`config.mk`:
```
export PLATFORM = sky130hd
export DESIGN_NAME = shift_add_mul
export DESIGN_NICKNAME = d
export VERILOG_FILES = /design/src/rtl/shift_add_mul.sv
export SDC_FILE = /design/constraint.sdc
export NUM_CORES = 1
export LEC_CHECK = 0
export ABC_AREA = 1
export CAP_MARGIN = 40
export CELL_PAD_IN_SITES_DETAIL_PLACEMENT = 1
export CELL_PAD_IN_SITES_GLOBAL_PLACEMENT = 1
export CORE_MARGIN = 2
export CORE_UTILIZATION = 46
export CTS_BUF_LIST = sky130_fd_sc_hd__clkbuf_2 sky130_fd_sc_hd__clkbuf_4 sky130_fd_sc_hd__clkbuf_8
export CTS_CLUSTER_DIAMETER = 80
export CTS_CLUSTER_SIZE = 40
export DETAILED_ROUTE_END_ITERATION = 8
export HOLD_SLACK_MARGIN = 0.03
export PLACE_DENSITY_LB_ADDON = 0.1
export SLEW_MARGIN = 20
export SYNTH_ARGS = -nofsm -noshare
export SYNTH_HDL_FRONTEND = slang
export SYNTH_SLANG_ARGS = --single-unit
```
`constraint.sdc`:
```
create_clock -name clk -period 10.9 [get_ports clk]
set_clock_uncertainty 0.15 [all_clocks]
set_input_delay 1.635 -clock clk [delete_from_list [all_inputs] [get_ports clk]]
set_output_delay 1.635 -clock clk [all_outputs]
set_load 0.005 [all_outputs]
```
`src/rtl/shift_add_mul.sv`:
```
// shift_add_mul: sequential RV32M-style multiplier (MUL/MULH/MULHSU/MULHU).
// Signed operands are converted to magnitudes when the operation is latched.
// An unsigned shift-add loop then runs for WIDTH cycles, and the sign is
// reapplied in a final FIX cycle that also loads the selected product half.
module shift_add_mul #(
   parameter int WIDTH = 32
) (
   input  logic             clk,
   input  logic             rst,
   input  logic             start,
   input  logic [1:0]       op,
   input  logic [WIDTH-1:0] a,
   input  logic [WIDTH-1:0] b,
   output logic             busy,
   output logic             done,
   output logic [WIDTH-1:0] result
);

   localparam int CW = $clog2(WIDTH + 1);
   localparam int AW = 2 * WIDTH + 1;

   typedef enum logic [1:0] {
      ST_IDLE = 2'd0,
      ST_CALC = 2'd1,
      ST_FIX  = 2'd2
   } state_t;

   // Two's-complement magnitude on a WIDTH+1 path, so the most-negative value maps to 2^(WIDTH-1)
   function automatic logic [WIDTH:0] magnitude(input logic [WIDTH-1:0] v, input logic is_signed);
      logic [WIDTH:0] ext;
      ext = {is_signed & v[WIDTH-1], v};
      if (ext[WIDTH]) begin
         return ~ext + {{WIDTH{1'b0}}, 1'b1};
      end else begin
         return ext;
      end
   endfunction

   // Two's-complement negation of the full double-width product
   function automatic logic [2*WIDTH-1:0] negate(input logic [2*WIDTH-1:0] v);
      return ~v + {{(2*WIDTH-1){1'b0}}, 1'b1};
   endfunction

   state_t               state_r;
   state_t               state_next_s;
   logic [WIDTH:0]       mcand_r;
   logic [AW-1:0]        acc_r;
   logic [CW-1:0]        cnt_r;
   logic                 neg_r;
   logic [1:0]           op_r;
   logic                 busy_r;
   logic                 done_r;
   logic [WIDTH-1:0]     result_r;

   logic                 sign_a_s;
   logic                 sign_b_s;
   logic [WIDTH:0]       a_mag_s;
   logic [WIDTH:0]       b_mag_s;
   logic [WIDTH:0]       upper_sum_s;
   logic [AW-1:0]        acc_step_s;
   logic                 last_iter_s;
   logic [2*WIDTH-1:0]   product_s;
   logic                 busy_next_s;
   logic                 done_next_s;
   logic [WIDTH-1:0]     result_next_s;

   assign busy   = busy_r;
   assign done   = done_r;
   assign result = result_r;

   // Operand sign handling: a is signed unless MULHU, and b is signed only for MUL/MULH
   always_comb begin
      sign_a_s = a[WIDTH-1] & (op != 2'b11);
      sign_b_s = b[WIDTH-1] & ~op[1];
      a_mag_s  = magnitude(a, op != 2'b11);
      b_mag_s  = magnitude(b, ~op[1]);
   end

   // One shift-add step: conditionally add the multiplicand to the upper half, then shift right
   always_comb begin
      upper_sum_s = acc_r[AW-1:WIDTH];
      if (acc_r[0]) begin
         upper_sum_s = acc_r[AW-1:WIDTH] + mcand_r;
      end else begin
         upper_sum_s = acc_r[AW-1:WIDTH];
      end
      acc_step_s  = {1'b0, upper_sum_s, acc_r[WIDTH-1:1]};
      last_iter_s = (cnt_r == CW'(WIDTH - 1));
   end

   // Signed product: reapply the sign to the unsigned magnitude product
   always_comb begin
      product_s = acc_r[2*WIDTH-1:0];
      if (neg_r) begin
         product_s = negate(acc_r[2*WIDTH-1:0]);
      end else begin
         product_s = acc_r[2*WIDTH-1:0];
      end
   end

   // FSM state register
   always_ff @(posedge clk or posedge rst) begin
      if (rst) begin
         state_r <= ST_IDLE;
      end else begin
         state_r <= state_next_s;
      end
   end

   // FSM next-state logic
   always_comb begin
      state_next_s = state_r;
      case (state_r)
         ST_IDLE: begin
            if (start) begin
               state_next_s = ST_CALC;
            end else begin
               state_next_s = ST_IDLE;
            end
         end
         ST_CALC: begin
            if (last_iter_s) begin
               state_next_s = ST_FIX;
            end else begin
               state_next_s = ST_CALC;
            end
         end
         ST_FIX:  state_next_s = ST_IDLE;
         default: state_next_s = ST_IDLE;
      endcase
   end

   // FSM output decode: next values of the registered busy/done/result
   always_comb begin
      busy_next_s   = busy_r;
      done_next_s   = 1'b0;
      result_next_s = result_r;
      case (state_r)
         ST_IDLE: begin
            if (start) begin
               busy_next_s = 1'b1;
            end else begin
               busy_next_s = 1'b0;
            end
         end
         ST_CALC: begin
            busy_next_s = 1'b1;
         end
         ST_FIX: begin
            busy_next_s = 1'b0;
            done_next_s = 1'b1;
            if (op_r == 2'b00) begin
               result_next_s = product_s[WIDTH-1:0];
            end else begin
               result_next_s = product_s[2*WIDTH-1:WIDTH];
            end
         end
         default: begin
            busy_next_s   = 1'b0;
            done_next_s   = 1'b0;
            result_next_s = result_r;
         end
      endcase
   end

   // Output registers
   always_ff @(posedge clk or posedge rst) begin
      if (rst) begin
         busy_r   <= 1'b0;
         done_r   <= 1'b0;
         result_r <= {WIDTH{1'b0}};
      end else begin
         busy_r   <= busy_next_s;
         done_r   <= done_next_s;
         result_r <= result_next_s;
      end
   end

   // Datapath: latch magnitudes on accept, iterate in CALC, hold otherwise
   always_ff @(posedge clk or posedge rst) begin
      if (rst) begin
         mcand_r <= {(WIDTH+1){1'b0}};
         acc_r   <= {AW{1'b0}};
         cnt_r   <= {CW{1'b0}};
         neg_r   <= 1'b0;
         op_r    <= 2'b00;
      end else begin
         case (state_r)
            ST_IDLE: begin
               if (start) begin
                  mcand_r <= a_mag_s;
                  acc_r   <= {{WIDTH{1'b0}}, b_mag_s};
                  cnt_r   <= {CW{1'b0}};
                  neg_r   <= sign_a_s ^ sign_b_s;
                  op_r    <= op;
               end else begin
                  mcand_r <= mcand_r;
                  acc_r   <= acc_r;
                  cnt_r   <= cnt_r;
                  neg_r   <= neg_r;
                  op_r    <= op_r;
               end
            end
            ST_CALC: begin
               acc_r <= acc_step_s;
               cnt_r <= cnt_r + CW'(1);
            end
            ST_FIX: begin
               acc_r <= acc_r;
               cnt_r <= cnt_r;
            end
            default: begin
               acc_r <= acc_r;
               cnt_r <= cnt_r;
            end
         endcase
      end
   end

endmodule

```
==> run_results.csv <==
group,metric,value,unit
global_routing,grt.total_usage,0.336,
route,totalWireLength,46800,um
route,avgRoutedWirePerCell,19.2,um
global_routing,grt_pass1_wl,74000,um
yosys,synth_top_flop_cell,"sky130_fd_sc_hd__dfrtp_1",
route,vias_per_cell,5.66,
global_routing,maximum_number_of_pins_on_one_net_before_global_route_repair,74,
timing,finalWorstPathRequiredPeriod,4060,ps
setup_path,cp_slowest_cell,"sky130_fd_sc_hd__buf_4",
placed_design,gpl.final_weighted_congestion,0.974,
yosys,ys_seq_area_frac,0.286,
yosys,synth.distinct_cells,51,
clocking,clock_tree.root_cell,"sky130_fd_sc_hd__clkbuf_8",
clocking,path_clk_slew,90,ps
floorplan,dieArea,28300,um^2
clocking,cts-resized-gates,0,
route,final_antenna_net_count,0,
setup_path,rr_startpoint,"acc_r[0]",
yosys,synth_edf_count,0,
cells_and_area,commonest_cells_after_routing_fill_and_taps_aside,"sky130_fd_sc_hd__nand2_1 (590), sky130_fd_sc_hd__nor2_1 (267), sky130_fd_sc_hd__inv_1 (247), sky130_fd_sc_hd__nand3_1 (176), sky130_fd_sc_hd__dfrtp_1 (141)",
global_routing,antenna_found_initial,0,
floorplan,ioPinCount,103,
clocking,cts_tree,"built",
cells_and_area,nets_finish,2186,
timing,setup_repair_after_global_routing_missed_its_margin,"false",
cells_and_area,layout_commonest_cell,"sky130_fd_sc_hd__nand2_1",
cells_and_area,ff_latch_area,3550,um^2
clocking,postCtsHoldBufs,0,
clocking,tritoncts_buffers,17,
run_status,run_status,"finished, final reports clean",
timing,report.final.hold_viol_count,0,
timing,tightest_slew,763,ps
hold_path,worst_hold_path.num_cells,1,
yosys,synth_async_sr_flop_share,1.00,
yosys,synth_area,12400,um^2
floorplan,x_dimension_of_the_die,168,um
setup_path,r2r_end,"result[24]",
setup_path,worstSetupStartpointType,"primary input",
clocking,clock_tree.buffer_depth,2,
clocking,insertion_delay,490,ps
setup_path,worst_path_largest_cell_delay,560,ps
global_routing,grt_remaining_overflow,0,
cells_and_area,syn2layout_area_growth,13.9,%
setup_path,cp-end-kind,"flop",
placed_design,io_buffers,102,
setup_path,reg2reg_setup_slack,7880,ps
cells_and_area,post-route-util,0.529,
hold_path,worst_hold_startpoint,"cnt_r[5]",
timing,maxSlewViolCount,0,
timing,fin_setup_tns,0,ps
hold_path,timing.hold.worst_endpoint,"state_r[1]",
power,power.density_cell_area,307,nW/um^2
setup_path,crit_path_frequent_cell,"sky130_fd_sc_hd__inv_2",
power,cellLeakagePower,7.00,nW
placed_design,detailed_place_hpwl,37400,um
timing,setup_viol_count_final,0,
power,design_power_total,4.33,mW
cells_and_area,layout-drive-gt1-share,0.0607,
cells_and_area,num-fill-cells,3727,
run,max_cap_violations,0,
clocking,clkSinkCount,142,
setup_path,path_max_fanout,73,
setup_path,critical_path_arrival,4250,ps
cells_and_area,finished_layout_cell_area,14100,um^2
yosys,post_synthesis_cells,2005,
setup_path,timing.setup.critical_path_class,"primary input to flop",
cells_and_area,n_antenna_cell,0,
placed_design,dpl_cell_area,13700,um^2
floorplan,initial_core_utilization,0.465,
route,first_pass_iters,6,
cells_and_area,multiInputGateArea,7640,um^2
floorplan,area_of_the_core_region,26700,um^2
timing,layout_worst_path_cycle_share,0.372,
timing,fmax,0.246,GHz
yosys,synth.yosys.warnings,0,
setup_path,critPathRequiredTime,11090,ps
clocking,cts_post_setup_buffers_inserted,0,
floorplan,die_y,168,um
route,drt_iter0_drc,1017,
route,drc_errors,0,
yosys,synthesis.area_per_instance,6.19,um^2
route,routed-via-count,13800,
floorplan,num_rows,60,
yosys,synth-seq-cells,142,
setup_path,timing.critical_path.cells,"clkdlybuf4s50_1 -> nand3_2 -> buf_4 -> inv_2 -> nor2_4 -> inv_2 -> nor2_1 -> a21oi_1",
setup_path,reg2reg_depth,12,
yosys,synth_fp_nets,2111,
timing,worst_hold_slack,343,ps
global_routing,grt_pass1_vias,13500,
clocking,cts.htree.levels,4,
hold_path,timing.hold.worst.class,"flop to flop",
timing,maxSlewHeadroom,0.486,
power,irDropWorstVdd,131,uV
## synthesized netlist by cell type, types with 4 or more instances
library cell / instances / area share
sky130_fd_sc_hd__nand2_1: 590 / 0.18
sky130_fd_sc_hd__nor2_1: 270 / 0.082
sky130_fd_sc_hd__inv_1: 249 / 0.075
sky130_fd_sc_hd__nand3_1: 176 / 0.071
sky130_fd_sc_hd__dfrtp_1: 142 / 0.29
sky130_fd_sc_hd__o21ai_0: 121 / 0.049
sky130_fd_sc_hd__a21oi_1: 114 / 0.046
sky130_fd_sc_hd__ha_1: 36 / 0.036
sky130_fd_sc_hd__clkbuf_1: 33 / 0.010
sky130_fd_sc_hd__xor2_1: 32 / 0.023
sky130_fd_sc_hd__a22oi_1: 29 / 0.018
sky130_fd_sc_hd__nand4_1: 20 / 0.010
sky130_fd_sc_hd__buf_2: 17 / 0.0069
sky130_fd_sc_hd__nor3_1: 17 / 0.0069
sky130_fd_sc_hd__nor2_2: 16 / 0.0081
sky130_fd_sc_hd__nor2_4: 13 / 0.012
sky130_fd_sc_hd__o21ai_1: 13 / 0.0052
sky130_fd_sc_hd__nand2_2: 11 / 0.0055
sky130_fd_sc_hd__o22ai_1: 11 / 0.0055
sky130_fd_sc_hd__nand2_4: 9 / 0.0082
sky130_fd_sc_hd__a31oi_1: 7 / 0.0035
sky130_fd_sc_hd__nand3b_1: 7 / 0.0042
sky130_fd_sc_hd__o21bai_1: 7 / 0.0042
sky130_fd_sc_hd__a21oi_2: 6 / 0.0042
sky130_fd_sc_hd__inv_2: 6 / 0.0018
sky130_fd_sc_hd__nand3_2: 6 / 0.0048
sky130_fd_sc_hd__xnor2_1: 6 / 0.0042
sky130_fd_sc_hd__buf_4: 5 / 0.0030
sky130_fd_sc_hd__o31ai_1: 4 / 0.0024
## registers in the layout (all words and copies together), names as in the netlist
register  cells
acc_r        64
mcand_r      33
result       32
cnt_r         6
op_r          2
state_r       2
busy          1
done          1
neg_r         1
## per-stage QoR
stage,setup slack (ps),instances
CTS,6830,2434
floorplan,5310,2005
finish,6840,2434
global route,6590,2434
global placement,5800,2398
detailed placement,6360,2402
## layer usage
metal / share of wire / GRT usage
met1: 0.46 / 0.471
met2: 0.45 / 0.534
met4: 0.033 / 0.116
met5: 0 / 0
met3: 0.059 / 0.0456
## cell type report
cell class / instances / area share
clock buffers: 19 / 0.0185
well taps: 341 / 0.0302
inverters: 256 / 0.0685
flip-flops and latches: 142 / 0.251
clock inverters: 13 / 0.00912
multi-input cells: 1550 / 0.541
repair buffers: 113 / 0.0817
## critical path: cells and delay by family
| family | cells | cell delay [ps] |
|---|---|---|
| AOI/OAI and AO/OA | 1 | 60 |
| and+or+nand+nor | 3 | 740 |
| buffers and inverters | 4 | 1790 |
## power by group
group	switching, mW	total [mW]	internal, mW
Combinational	1.81	2.71	0.901
Sequential	0.416	1.18	0.765
Clock	0.246	0.444	0.198
Total	2.47	4.33	1.86
## worst max-delay path by stage
stage / from / endpoint / slack (ps) / cells after the start
after global routing: start / acc_r[47] / 6590 / 7
after detailed placement: start / acc_r[46] / 6360 / 7
after CTS: start / acc_r[46] / 6830 / 7
after global placement: start / acc_r[31] / 5800 / 8
final: start / acc_r[31] / 6840 / 8
after floorplan: rst / acc_r[0] / 5310 / 1
## logic make-up (layout without fill, tap and decap cells)
kind of cell,after synthesis,in the layout,share of synthesized area
compound gates,325,325,0.147
xor+xnor,38,38,0.0268
fa+ha+maj,37,37,0.0379
buf+inv,313,401,0.0993
flops,142,142,0.286
simple gates,1150,1150,0.403
Note: power is estimated with default switching activity, not from simulation.
